## src/rtl/mem_port_arbiter.sv

```systemverilog
// Shares one memory port between instruction fetch (IF) and load/store (LS), one transaction in flight.
// Optional REQ/WAIT watchdog with sticky err_timeout output is built when MEM_ARB_TIMEOUT_EN is defined.
module mem_port_arbiter #(
  parameter int XLEN       = 64,
  parameter int STARVE_MAX = 4
) (
  input  logic            clk,
  input  logic            rst_n,
  input  logic            if_req_valid,
  output logic            if_req_ready,
  input  logic [XLEN-1:0] if_addr,
  output logic            if_resp_valid,
  output logic [XLEN-1:0] if_resp_data,
  input  logic            ls_req_valid,
  output logic            ls_req_ready,
  input  logic [XLEN-1:0] ls_addr,
  input  logic            ls_we,
  input  logic [XLEN-1:0] ls_wdata,
  input  logic [7:0]      ls_wmask,
  output logic            ls_resp_valid,
  output logic [XLEN-1:0] ls_resp_data,
  output logic            mem_req_valid,
  input  logic            mem_req_ready,
  output logic [XLEN-1:0] mem_addr,
  output logic            mem_we,
  output logic [XLEN-1:0] mem_wdata,
  output logic [7:0]      mem_wmask,
  input  logic            mem_resp_valid,
`ifdef MEM_ARB_TIMEOUT_EN
  output logic            err_timeout,
`endif
  input  logic [XLEN-1:0] mem_resp_data
);

  localparam logic [1:0] S_IDLE = 2'd0;
  localparam logic [1:0] S_REQ  = 2'd1;
  localparam logic [1:0] S_WAIT = 2'd2;
  localparam logic [1:0] S_RESP = 2'd3;

  localparam logic OWN_IF = 1'b0;
  localparam logic OWN_LS = 1'b1;

  localparam int            SW         = (STARVE_MAX < 1) ? 1 : $clog2(STARVE_MAX + 1);
  localparam logic [SW-1:0] STARVE_LIM = SW'(STARVE_MAX);
  localparam logic [SW-1:0] STARVE_ONE = SW'(1);

  logic [1:0]      state_q, state_d;
  logic            owner_q, owner_d;
  logic [SW-1:0]   starve_q, starve_d;
  logic [XLEN-1:0] mem_addr_q, mem_addr_d;
  logic            mem_we_q, mem_we_d;
  logic [XLEN-1:0] mem_wdata_q, mem_wdata_d;
  logic [7:0]      mem_wmask_q, mem_wmask_d;
  logic [XLEN-1:0] if_rdata_q, if_rdata_d;
  logic [XLEN-1:0] ls_rdata_q, ls_rdata_d;

  logic if_grant_s;
  logic ls_grant_s;
  logic timeout_s;
  logic timeout_fire_s;

`ifdef MEM_ARB_TIMEOUT_EN
  logic [15:0] wait_cnt_q, wait_cnt_d;
  logic        err_timeout_q, err_timeout_d;

  // Counter starts at 0 on the first REQ/WAIT cycle, so FFFE marks the 65535th cycle there.
  assign timeout_s = (wait_cnt_q == 16'hFFFE);
`else
  assign timeout_s = 1'b0;
`endif

  assign timeout_fire_s = timeout_s &&
                          (((state_q == S_REQ)  && !mem_req_ready) ||
                           ((state_q == S_WAIT) && !mem_resp_valid));

  // Arbitration: LS has priority unless IF has already lost STARVE_MAX contested rounds
  always_comb begin
    if_grant_s = 1'b0;
    ls_grant_s = 1'b0;
    if (state_q == S_IDLE) begin
      if (if_req_valid && ls_req_valid) begin
        if (starve_q == STARVE_LIM) begin
          if_grant_s = 1'b1;
        end else begin
          ls_grant_s = 1'b1;
        end
      end else begin
        if_grant_s = if_req_valid;
        ls_grant_s = ls_req_valid;
      end
    end else begin
      if_grant_s = 1'b0;
      ls_grant_s = 1'b0;
    end
  end

  // Starvation counter: saturating count of consecutive contested IF losses
  always_comb begin
    starve_d = starve_q;
    if (if_grant_s) begin
      starve_d = {SW{1'b0}};
    end else if (ls_grant_s && if_req_valid) begin
      if (starve_q == STARVE_LIM) begin
        starve_d = starve_q;
      end else begin
        starve_d = starve_q + STARVE_ONE;
      end
    end else begin
      starve_d = starve_q;
    end
  end

  // Transaction FSM and capture of the request and response registers
  always_comb begin
    state_d     = state_q;
    owner_d     = owner_q;
    mem_addr_d  = mem_addr_q;
    mem_we_d    = mem_we_q;
    mem_wdata_d = mem_wdata_q;
    mem_wmask_d = mem_wmask_q;
    if_rdata_d  = if_rdata_q;
    ls_rdata_d  = ls_rdata_q;
    case (state_q)
      S_IDLE: begin
        if (ls_grant_s) begin
          state_d     = S_REQ;
          owner_d     = OWN_LS;
          mem_addr_d  = ls_addr;
          mem_we_d    = ls_we;
          mem_wdata_d = ls_wdata;
          mem_wmask_d = ls_wmask;
        end else if (if_grant_s) begin
          state_d     = S_REQ;
          owner_d     = OWN_IF;
          mem_addr_d  = if_addr;
          mem_we_d    = 1'b0;
          mem_wdata_d = {XLEN{1'b0}};
          mem_wmask_d = 8'h00;
        end else begin
          state_d = S_IDLE;
        end
      end
      S_REQ: begin
        if (mem_req_ready) begin
          state_d = S_WAIT;
        end else if (timeout_fire_s) begin
          state_d = S_RESP;
          if (owner_q == OWN_LS) begin
            ls_rdata_d = {XLEN{1'b0}};
          end else begin
            if_rdata_d = {XLEN{1'b0}};
          end
        end else begin
          state_d = S_REQ;
        end
      end
      S_WAIT: begin
        if (mem_resp_valid) begin
          state_d = S_RESP;
          if (owner_q == OWN_LS) begin
            ls_rdata_d = mem_resp_data;
          end else begin
            if_rdata_d = mem_resp_data;
          end
        end else if (timeout_fire_s) begin
          state_d = S_RESP;
          if (owner_q == OWN_LS) begin
            ls_rdata_d = {XLEN{1'b0}};
          end else begin
            if_rdata_d = {XLEN{1'b0}};
          end
        end else begin
          state_d = S_WAIT;
        end
      end
      S_RESP: begin
        state_d = S_IDLE;
      end
      default: begin
        state_d = S_IDLE;
      end
    endcase
  end

`ifdef MEM_ARB_TIMEOUT_EN
  // Watchdog: held at zero in IDLE, restarted on REQ->WAIT, sticky error flag
  always_comb begin
    wait_cnt_d = wait_cnt_q;
    if ((state_q == S_IDLE) || ((state_q == S_REQ) && mem_req_ready)) begin
      wait_cnt_d = 16'h0000;
    end else if ((state_q == S_REQ) || (state_q == S_WAIT)) begin
      wait_cnt_d = wait_cnt_q + 16'h0001;
    end else begin
      wait_cnt_d = wait_cnt_q;
    end
    err_timeout_d = err_timeout_q | timeout_fire_s;
  end

  // Watchdog state registers
  always_ff @(posedge clk or negedge rst_n) begin
    if (!rst_n) begin
      wait_cnt_q    <= 16'h0000;
      err_timeout_q <= 1'b0;
    end else begin
      wait_cnt_q    <= wait_cnt_d;
      err_timeout_q <= err_timeout_d;
    end
  end

  assign err_timeout = err_timeout_q;
`endif

  // Arbiter state registers
  always_ff @(posedge clk or negedge rst_n) begin
    if (!rst_n) begin
      state_q     <= S_IDLE;
      owner_q     <= OWN_IF;
      starve_q    <= {SW{1'b0}};
      mem_addr_q  <= {XLEN{1'b0}};
      mem_we_q    <= 1'b0;
      mem_wdata_q <= {XLEN{1'b0}};
      mem_wmask_q <= 8'h00;
      if_rdata_q  <= {XLEN{1'b0}};
      ls_rdata_q  <= {XLEN{1'b0}};
    end else begin
      state_q     <= state_d;
      owner_q     <= owner_d;
      starve_q    <= starve_d;
      mem_addr_q  <= mem_addr_d;
      mem_we_q    <= mem_we_d;
      mem_wdata_q <= mem_wdata_d;
      mem_wmask_q <= mem_wmask_d;
      if_rdata_q  <= if_rdata_d;
      ls_rdata_q  <= ls_rdata_d;
    end
  end

  assign if_req_ready  = if_grant_s;
  assign ls_req_ready  = ls_grant_s;
  assign mem_req_valid = (state_q == S_REQ);
  assign mem_addr      = mem_addr_q;
  assign mem_we        = mem_we_q;
  assign mem_wdata     = mem_wdata_q;
  assign mem_wmask     = mem_wmask_q;
  assign if_resp_valid = (state_q == S_RESP) && (owner_q == OWN_IF);
  assign ls_resp_valid = (state_q == S_RESP) && (owner_q == OWN_LS);
  assign if_resp_data  = if_rdata_q;
  assign ls_resp_data  = ls_rdata_q;

endmodule

```

## config.mk

```make
export PLATFORM = sky130hd
export DESIGN_NAME = mem_port_arbiter
export DESIGN_NICKNAME = d
export VERILOG_FILES = /design/src/rtl/mem_port_arbiter.sv
export SDC_FILE = /design/constraint.sdc
export NUM_CORES = 1
export LEC_CHECK = 0
export ABC_AREA = 1
export CAP_MARGIN = 20
export CORE_AREA = 2 2 212 214
export CTS_BUF_LIST = sky130_fd_sc_hd__clkbuf_8
export CTS_CLUSTER_SIZE = 12
export DETAILED_ROUTE_END_ITERATION = 10
export DIE_AREA = 0 0 214 216
export HOLD_SLACK_MARGIN = 0.02
export MAX_ROUTING_LAYER = met4
export SLEW_MARGIN = 5
export SYNTH_ARGS = -nofsm -noshare
export SYNTH_HDL_FRONTEND = slang
export SYNTH_SLANG_ARGS = --single-unit
export TNS_END_PERCENT = 1
```

## constraint.sdc

```tcl
create_clock -name clk -period 1.6 [get_ports clk]
set_input_delay 0.24 -clock clk [delete_from_list [all_inputs] [get_ports clk]]
set_output_delay 0.24 -clock clk [all_outputs]
set_load 0.005 [all_outputs]
```

==> metrics.txt, run 1 <==
status complete, but fails checks; failing checks negative setup slack; worst skew pair latency approximately 0.6 ns; port bufs 540; Synth top area share 59.4%; Post-Syn Nets 1,593; Pwr Total 32.8 mW; Max Slew Vio Count 0; Die W roughly 210 um; maximum root-to-sink buffer count 3; Worst Hold Slack roughly 0.15 ns; commonest non-fill, non-tap cell in the layout nand2_1; first-pass GRT wire length 65.8 mm; IO Pins 541; worst-path cell chain buf_6 -> inv_1 -> nor3_2 -> buf_4 -> buf_6; clock-pin slew on the worst setup and hold paths ~0.070 ns; Final Hold Viols 0; CP Class flop to primary output; DRT Pass-1 Iters 5; Avg Cell Area, Syn 8.65 um^2; initial antenna violation count 0; Setup crit end kind primary output; Tcrit/Tclk final 116%; RSZ-0062 raised after global routing yes; total number of vias between 10,000 and 15,000; Placed Cells 2,424; Worst Skew approximately 0.023 ns; diode count 0; initial DRC count 662; Fmax achieved 541 MHz; CTS Buf Count 50; post-synth top area cell dfrtp_1; final wirelength around 42 mm; Initial Utilization 26.0%; Setup crit end ls_resp_valid; core area 43,800 um^2; Die Y-Extent around 220 um; Hold Path Cell Cnt 5; remaining routing DRC violations 0; nets 2,166; layout cell share with drive strength beyond 1 9.43%; WL per Instance 16.6 um; Worst path max stage delay between 0.4 and 0.5 ns; vias in the first global route approximately 11,000; Clock H-tree levels 2; Area growth, synth to finish 63.9%; most frequent cells in the layout nand2_1, dfrtp_1, clkdlybuf4s50_1; synthesized flop and latch total around 270; FF-to-FF End mem_wdata[40]; cell row count 77; worst slew pin tran between 0.5 and 0.6 ns; Area contributors post-synth dfrtp_1, nand2_1, o21ai_1, inv_1, nand4_1; # fillers between 4,000 and 5,000; RD Place Congestion 0.878; post-synthesis cell type count 21; Hold/Removal Path Class input pin to flop; die area ~46,000 um^2; P_leak 9.87 nW; Worst EP arrival 1.61 ns; Setup Viol. Count Final between 100 and 150; CP required 1.36 ns; worst rel slew slack 62.0%; final setup margin -0.250 ns; final non-filler cell total 2,521; largest net degree at the start of global routing 65; Seq/Total Area, Yosys 59.4%; Clock Tree Root clkbuf_8; critical path's slowest cell dfrtp_1; Max VDD drop 969 uV; mapped cell area around 11,000 um^2; Storage cell area a little under 7000 um^2; r2r worst-path depth 10; pwr/cell area ~1800 nW/um^2; area taken by multi-input logic gates about 3700 um^2; CTS tree done; Syn Inst Count 1,320; ANT nets after route 0; number of max-cap violations 0; most frequent CP cell buf_6; clock sinks 271; flop2flop setup slack -0.12 ns; total gr overflow 0; Worst Setup Start Kind flop; post-DP HPWL 30.5 mm; crit path from state_q[0]; Vias/cell 4.36; TNS Setup -9.15 ns; Crit Path Max Fanout 3; gr usage total a little under a fifth; post-route minimum period 1.85 ns; yosys warns 0
==> where the power goes <==
part / switching [mW] / internal [mW]
logic: 7.12 / 6.79
registers: 1.72 / 10.0
clock network: 3.02 / 4.16
total: 11.9 / 21.0
==> metal layers <==
metal | vias up | part of all wire (%) | track usage, %
met1 | 5134 | 40 | 21.7
met4 | 0 | 2.5 | 5.50
met5 | - | 0 | -
li1 | 5290 | - | -
met3 | 67 | 9.9 | 7.30
met2 | 489 | 47 | 29.5
==> layout make-up <==
class / count / share of cell area (%)
flip-flops and latches: 271 / 36.2
clock buffers: 66 / 4.86
well taps: 592 / 3.96
repair buffers: 607 / 31.5
inverters: 139 / 2.82
clock inverters: 22 / 0.963
multi-input cells: 824 / 19.6
==> metrics by stage <==
stage	area, um^2	setup WS [ns]	util (%)
detailed placement	17800	-0.284	40.5
floorplan	11400	0.273	-
global route	18700	-0.375	42.7
global placement	17800	-0.206	40.5
finish	18700	-0.250	42.7
CTS	18700	-0.316	42.6
==> worst min path at each step <==
stage	from	endpoint	slack, ns
3_5_place_dp	rst_n	if_resp_data[17]	0.25
2_1_floorplan	rst_n	async pin	-0.06
5_1_grt	ls_wdata[37]	mem_wdata[37]	0.12
6_report	ls_req_valid	starve_q[2]	0.15
4_1_cts	ls_req_valid	starve_q[2]	0.09
3_3_place_gp	rst_n	if_resp_data[17]	0.24
==> kinds of logic after synthesis <==
family / share of synthesized area, %
and+or+nand+nor: 25.0
DFF: 59.4
buffers and inverters: 9.31
AOI/OAI and AO/OA: 6.00
adders and majority gates: 0.219
xor gates and xnor gates: 0.0768
==> Yosys cell counts <==
cell type and instances:
nand2_1 547, dfrtp_1 271, o21ai_1 128, inv_1 123
nand3_1 70, nand4_1 64, buf_2 54, buf_4 22
buf_6 9, clkinv_1 9, inv_2 7, o21ai_0 4
ha_1 2, nor2_4 2, nor3_1 2, clkbuf_1 1
nand3_2 1, nor2_1 1, o211ai_1 1, o21ai_4 1
xor2_1 1
==> flip-flops by register name, summed over array words and instances, names as in the netlist, 3 cells and up, named ones only <==
signal,count
mem_addr,64
mem_wmask,8
if_resp_data,64
starve_q,3
mem_wdata,64
ls_resp_data,64
==> critical path, delay by kind of cell (launching register included) <==
family                 cells  cell delay (ns)
AND/OR/NAND/NOR            1             0.06
flip-flops                 1             0.41
buffers and inverters      4             0.54
==> timing repair <==
item,in CTS,in global routing
resized for setup,325,17
setup endpoints to repair,363,187
pin swaps,5,5
buffers inserted,6,2
cloned,0,0
endpoints found under the hold margin,155,0
hold buffers,1,0
No activity file was read; power rests on OpenSTA's default activity.
==> run 2: changes to the inputs <==
--- a/config.mk
+++ b/config.mk
@@ -18,4 +18,3 @@
 export SYNTH_ARGS = -nofsm -noshare
 export SYNTH_HDL_FRONTEND = slang
 export SYNTH_SLANG_ARGS = --single-unit
-export TNS_END_PERCENT = 1
==> run 2 against run 1 <==
Compared with the run above: the run still ends with negative setup slack left; worst setup slack improved by 0.0098 ns; non-clock buffer count grew 58; maximum frequency rose by 0.53%; cell count rose by 2.3%; via count is 6.0% higher.
==> metrics.txt, run 2 (synthesis results as in run 1) <==
clock-pin slew on the worst setup and hold paths 0.07 ns (about the same); min-delay src ls_req_valid (unchanged); Clock Tree Root clkbuf_8 (unchanged); Top delay family on crit path buffers and inverters (unchanged); CP required 1.36 ns (about the same); worst-path cell chain buf_6 -> inv_6 -> nor3_2 -> buf_4 -> buf_6 (was buf_6 -> inv_1 -> nor3_2 -> buf_4 -> buf_6); WP buf/inv 4 (unchanged); core area 43,800 um^2 (unchanged); P_leak 10.6 nW (was 9.87 nW); Worst EP arrival 1.60 ns (was 1.61 ns); CTS Buf Count 50 (unchanged); Max VDD drop 971 uV (was 969 uV); status complete, but fails checks (unchanged); nets 2,225 (was 2,166); Setup crit end kind primary output (unchanged); number of max-cap violations 0 (unchanged); Tcrit/Tclk final 115% (was 116%); Place WS -0.284 ns (unchanged); Psw 14.2 mW (was 11.9 mW); internal power 23.7 mW (was 21.0 mW); RD Place Congestion 0.878 (unchanged); first-pass GRT wire length 68.6 mm (was 65.8 mm); Worst Setup Start Kind flop (unchanged); r2r worst-path depth 13 (was 10); post-route minimum period 1.84 ns (was 1.85 ns); IO Pins 541 (unchanged); Pwr Total 38.0 mW (was 32.8 mW); Crit Path Max Fanout 3 (unchanged); worst slew pin tran 0.573 ns (was 0.569 ns); Setup Viol. Count Final 141 (was 124); clock sinks 271 (unchanged); failing checks negative setup slack (unchanged); post-DP HPWL 30.5 mm (unchanged); Die Y-Extent 216 um (unchanged); worst rel slew slack 61.8% (was 62.0%); Initial Utilization 26.0% (unchanged); Clock H-tree levels 2 (unchanged); total number of vias 11,600 (was 11,000); Worst Skew 0.0201 ns (was 0.0229 ns); layout cell share with drive strength beyond 1 23.5% (was 9.43%); gr usage total 19.5% (was 18.6%); vias in the first global route 11,700 (was 11,400); placed cell area 17,800 um^2 (unchanged); Vias/cell 4.51 (was 4.36); WL per Instance 18.4 um (was 16.6 um); Die W 214 um (unchanged); Fmax achieved 544 MHz (was 541 MHz); Hold/Removal Path Class input pin to flop (unchanged); Hold Path End starve_q[2] (unchanged); commonest non-fill, non-tap cell in the layout nand2_1 (unchanged); initial antenna violation count 0 (unchanged); pwr/cell area 1830 nW/um^2 (was 1750 nW/um^2); cell row count 77 (unchanged); CTS tree done (unchanged); final wirelength 47.6 mm (was 41.9 mm); most frequent CP cell buf_6 (unchanged); port bufs 540 (unchanged); Comb power frac 48.8% (was 42.4%); worst skew pair latency 0.60 ns (about the same); final setup margin -0.240 ns (was -0.250 ns); sequential power share 32.2% (was 35.7%); CP Class flop to primary output (unchanged); remaining routing DRC violations 0 (unchanged); initial DRC count 705 (was 662); FF-to-FF End mem_addr[35] (was mem_wdata[40]); Clock power frac 19.1% (was 21.9%); Area growth, synth to finish 81.4% (was 63.9%); diode count 0 (unchanged); total gr overflow 0 (unchanged); Finished Cell Area 20,700 um^2 (was 18,700 um^2); Final Hold Viols 0 (unchanged); die area 46,200 um^2 (unchanged); flop2flop setup slack -0.23 ns (was -0.12 ns); Max Slew Vio Count 0 (unchanged); largest net degree at the start of global routing 65 (unchanged); critical path's slowest cell dfrtp_1 (unchanged); ANT nets after route 0 (unchanged); DRT Pass-1 Iters 5 (unchanged); maximum root-to-sink buffer count 3 (unchanged); RSZ-0062 raised after global routing yes (unchanged); Worst path max stage delay 0.40 ns (was 0.41 ns); fraction of power spent switching nets 37.4% (was 36.1%); Hold Path Cell Cnt 5 (unchanged); most frequent cells in the layout nand2_1, dfrtp_1, clkdlybuf4s50_1 (unchanged)
==> run 2: cell types whose count changed in the layout (fill, tap and decap cells not counted), moves of 10 or more <==
cell	previous run	this run
nand2_1	541	376
nand2_4	1	47
nand3_1	65	34
inv_2	9	20
nand3_2	2	33
o21ai_1	129	115
clkbuf_16	0	15
clkdlybuf4s15_1	18	28
dlygate4sd2_1	246	234
buf_4	36	49
o21ai_2	0	14
nand2_2	5	124
buf_16	1	11
==> run 2: how the worst max path moves through the flow <==
stage	startpoint	endpoint	slack (ns)	cells after the start
2_1_floorplan	starve_q[0]	mem_addr[52]	0.27	9
3_3_place_gp	if_req_valid	owner_q	-0.21	6
3_5_place_dp	if_req_valid	owner_q	-0.28	6
4_1_cts	flop	ls_resp_valid	-0.31	5
5_1_grt	flop	if_req_ready	-0.36	7
6_report	state_q[0]	ls_resp_valid	-0.24	5
==> run 2: layer usage <==
layer	routed length (um)	vias to the layer above	GRT usage, %
met5	0	-	-
met4	1170	0	5.73
met3	4390	78	7.53
met2	22900	519	31.1
met1	19100	5608	22.8
li1	-	5434	-
==> run 2: power groups by stage <==
stage               Clock (mW)  Sequential (mW)  Combinational [mW]
finish                    7.23             12.2                18.5
global route              7.75             12.6                20.2
CTS                       7.46             11.8                16.0
detailed placement           0             11.9                15.8
global placement             0             11.8                15.7
floorplan                    0             12.0                5.91
==> run 2: area by class of cell <==
type,count,area (um^2)
Clock inverter,22,180
Multi-Input combinational cell,824,4530
Timing Repair Buffer,665,6980
Clock buffer,66,908
Tap cell,592,741
Fill cell,4205,23100
Inverter,139,561
Timing Repair inverter,1,16.3
Sequential cell,271,6780
==> run 2: worst register-to-register path, stage by stage (launching register included) <==
cell	delay (ns)
dfrtp_1	0.41
nor2_4	0.13
buf_12	0.13
buf_4	0.11
buf_6	0.08
buf_6	0.10
o21ai_4	0.11
buf_12	0.17
buf_16	0.15
buf_8	0.13
nand2_4	0.05
nand2_4	0.04
inv_2	0.04
nand2_1	0.04
==> run 2: what timing repair did <==
| item | CTS | global route |
|---|---|---|
| setup endpoints to repair | 363 | 201 |
| gates cloned | 14 | 23 |
| gates resized for setup | 381 | 294 |
| hold endpoints to repair | 155 | 0 |
| setup buffers | 24 | 14 |
| pin swaps | 34 | 59 |
| hold buffers | 1 | 0 |
==> run 2: metrics by stage <==
stage / hold WS (ns) / TNS [ns] / util, % / std cells
2_1_floorplan: -0.0556 / 0 / - / 1320
3_3_place_gp: 0.242 / -21.63 / 40.5 / 2424
3_5_place_dp: 0.249 / -27.11 / 40.5 / 2424
4_1_cts: 0.0850 / -7.21 / 44.1 / 2550
5_1_grt: 0.127 / -37.29 / 47.2 / 2580
6_report: 0.149 / -21.62 / 47.2 / 2580
==> run 3: changes to the inputs <==
--- a/config.mk
+++ b/config.mk
@@ -7,13 +7,17 @@
 export LEC_CHECK = 0
 export ABC_AREA = 1
 export CAP_MARGIN = 20
-export CORE_AREA = 2 2 212 214
+export CELL_PAD_IN_SITES_DETAIL_PLACEMENT = 1
+export CELL_PAD_IN_SITES_GLOBAL_PLACEMENT = 1
+export CORE_AREA = 2 2 210 212
 export CTS_BUF_LIST = sky130_fd_sc_hd__clkbuf_8
 export CTS_CLUSTER_SIZE = 12
 export DETAILED_ROUTE_END_ITERATION = 10
-export DIE_AREA = 0 0 214 216
+export DIE_AREA = 0 0 212 214
 export HOLD_SLACK_MARGIN = 0.02
 export MAX_ROUTING_LAYER = met4
+export PLACE_DENSITY_LB_ADDON = 0.1
+export SETUP_SLACK_MARGIN = 0.05
 export SLEW_MARGIN = 5
 export SYNTH_ARGS = -nofsm -noshare
 export SYNTH_HDL_FRONTEND = slang
==> run 3 against run 2 <==
Compared with the run above: the run still ends with negative setup slack left; sequential share of layout area rose by 2.6 points; register-to-register slack improved by 0.23 ns; clock-buffer cell count fell by 6; worst hold slack got worse by 0.022 ns; sequential cell count did not move; die area fell by 1.9%; maximum frequency barely moved; power fell by 11%; routed wire length rose by 2.4%; via count fell by 4.4%; global-route usage rose by 2.0 points; critical path type unchanged.
==> metrics.txt, run 3 (synthesis results as in run 1) <==
status complete, but fails checks (unchanged); failing checks negative setup slack (unchanged); Area growth, synth to finish 67.9% (was 81.4%); Finished Cell Area 19,200 um^2 (was 20,700 um^2); CTS Buf Count 51 (was 50); Initial Utilization 26.6% (was 26.0%); internal power 21.2 mW (was 23.7 mW); Clock H-tree levels 2 (unchanged); Hold/Removal Path Class input pin to async pin (was input pin to flop); cell row count 76 (was 77); RD Place Congestion 0.802 (was 0.878); maximum root-to-sink buffer count 3 (unchanged); post-route minimum period 1.84 ns (about the same); Final Hold Viols 0 (unchanged); Psw 12.4 mW (was 14.2 mW); Clock power frac 18.7% (was 19.1%); Worst Skew 0.0236 ns (was 0.0201 ns); Worst EP arrival 1.60 ns (about the same); ANT nets after route 0 (unchanged); layout cell share with drive strength beyond 1 11.9% (was 23.5%); CTS tree done (unchanged); Tcrit/Tclk final 115% (about the same); # fillers 5,056 (was 4,205); total gr overflow 0 (unchanged); Die Y-Extent 214 um (was 216 um); vias in the first global route 11,700 (about the same); gr busiest metal met2 (unchanged); CP Class flop to primary output (unchanged); Max VDD drop 798 uV (was 971 uV); Max Slew Vio Count 0 (unchanged); initial DRC count 716 (was 705); remaining routing DRC violations 0 (unchanged); most frequent cells in the layout nand2_1, dfrtp_1, clkdlybuf4s50_1 (unchanged); IO Pins 541 (unchanged); largest net degree at the start of global routing 74 (was 65); area taken by multi-input logic gates 3650 um^2 (was 4530 um^2); Util after Layout 44.7% (was 47.2%); Setup Viol. Count Final 10 (was 141); fraction of power spent switching nets 36.8% (was 37.4%); Die W 212 um (was 214 um); first-pass GRT wire length 72.1 mm (was 68.6 mm); final non-filler cell total 2,543 (was 2,580); final setup margin -0.242 ns (was -0.240 ns); number of max-cap violations 0 (unchanged); Placed Cells 2,418 (was 2,424); Comb power frac 46.3% (was 48.8%); placed cell area 17,800 um^2 (about the same); DRT Pass-1 Iters 5 (unchanged); core area 42,900 um^2 (was 43,800 um^2); worst slew pin tran 0.513 ns (was 0.573 ns); met1 Track Usage GR 24.6% (was 22.8%); clock-pin slew on the worst setup and hold paths 0.06 ns (was 0.07 ns); commonest non-fill, non-tap cell in the layout nand2_1 (unchanged); r2r worst-path depth 7 (was 13); Worst Setup Start Kind flop (unchanged); clock sinks 271 (unchanged); post-DP HPWL 34.4 mm (was 30.5 mm); nets 2,195 (was 2,225); met2 Track Usage GR 34.4% (was 31.1%); total number of vias 11,100 (was 11,600); RSZ-0062 raised after global routing yes (unchanged); Storage cell area 6780 um^2 (unchanged); WL per Instance 19.2 um (was 18.4 um); initial antenna violation count 14 (was 0); GR Util met3 7.95% (was 7.53%); Fmax achieved 543 MHz (was 544 MHz); Vias/cell 4.37 (was 4.51); worst rel slew slack 65.8% (was 61.8%); Clock Tree Root clkbuf_8 (unchanged); sequential power share 35.0% (was 32.2%); P_leak 9.66 nW (was 10.6 nW); Worst Hold Slack 0.127 ns (was 0.149 ns); worst skew pair latency 0.62 ns (was 0.60 ns); gr usage total 21.5% (was 19.5%); pwr/cell area 1750 nW/um^2 (was 1830 nW/um^2); flop2flop setup slack 0 ns (was -0.23 ns); Crit Path Max Fanout 2 (was 3); die area 45,400 um^2 (was 46,200 um^2); final wirelength 48.7 mm (was 47.6 mm); port bufs 540 (unchanged); CP required 1.36 ns (about the same); Setup crit end kind primary output (unchanged)
## run 3: cell count changes in the layout (fill, tap and decap cells not counted), sizes merged
cell / previous run / this run
dlygate4sd2: 234 / 46
clkdlybuf4s15: 28 / 202
clkbuf: 83 / 69
diode: 0 / 14
buf: 117 / 109
bufinv: 3 / 0
clkinv: 12 / 10
inv: 146 / 144
clkinvlp: 1 / 0
## run 3: routing by layer
layer  part of all wire (%)  vias to the layer above
li1                       -                     5358
met1                     40                     5301
met2                     48                      385
met3                    9.4                       78
met4                    2.5                        0
met5                      0                        -
## run 3: what timing repair did
action / 4_1_cts / 5_1_grt
hold endpoints to repair: 271 / 0
hold buffers: 1 / 0
resized for setup: 581 / 18
pin swaps: 0 / 5
buffers inserted: 20 / 5
setup endpoints to repair: 420 / 301
gates cloned: 0 / 10
## run 3: metrics by stage
step	TNS [ns]	power (mW)	setup WS, ns
final	-0.826	33.6	-0.242
after detailed placement	-27.65	28.2	-0.349
after floorplan	0	17.9	0.273
after global placement	-23.68	27.9	-0.296
after global routing	-18.68	36.4	-0.345
after CTS	-1.21	33.6	-0.289
## run 3: path summary, 6_finish.rpt
kind / startpoint / endpoint
worst max-delay path: starve_q[1] / ls_req_ready
worst min-delay path: rst_n / mem_wdata[24]
worst max register to register: state_q[0] / mem_wdata[36]
worst min register to register: mem_wdata[12] / mem_wdata[12]
max in group asynchronous: rst_n / mem_addr[61]
min in group clk: ls_wdata[34] / mem_wdata[34]
## run 3: critical path, cell delays in order, from the launching register on
cell and delay (ns):
dfrtp_1 0.39, inv_2 0.09, ha_4 0.15, nand3_2 0.11, nand3_4 0.09, inv_2 0.04
buf_6 0.12
## run 3: layout make-up
type | instances | area share (%)
clock buffer | 60 | 4.31
clock inverter | 15 | 0.340
inverter | 139 | 2.75
multi-input combinational | 824 | 19.0
timing repair buffer | 635 | 34.2
sequential | 271 | 35.4
antenna | 14 | 0.183
tap | 585 | 3.82
## run 3: power groups by stage
stage               registers (mW)  logic (mW)  clock network, mW
CTS                           11.8        15.2               6.58
floorplan                     12.0        5.91                  0
detailed placement            11.9        16.3                  0
finish                        11.8        15.6               6.29
global placement              11.8        16.1                  0
global route                  12.2        17.3               6.89
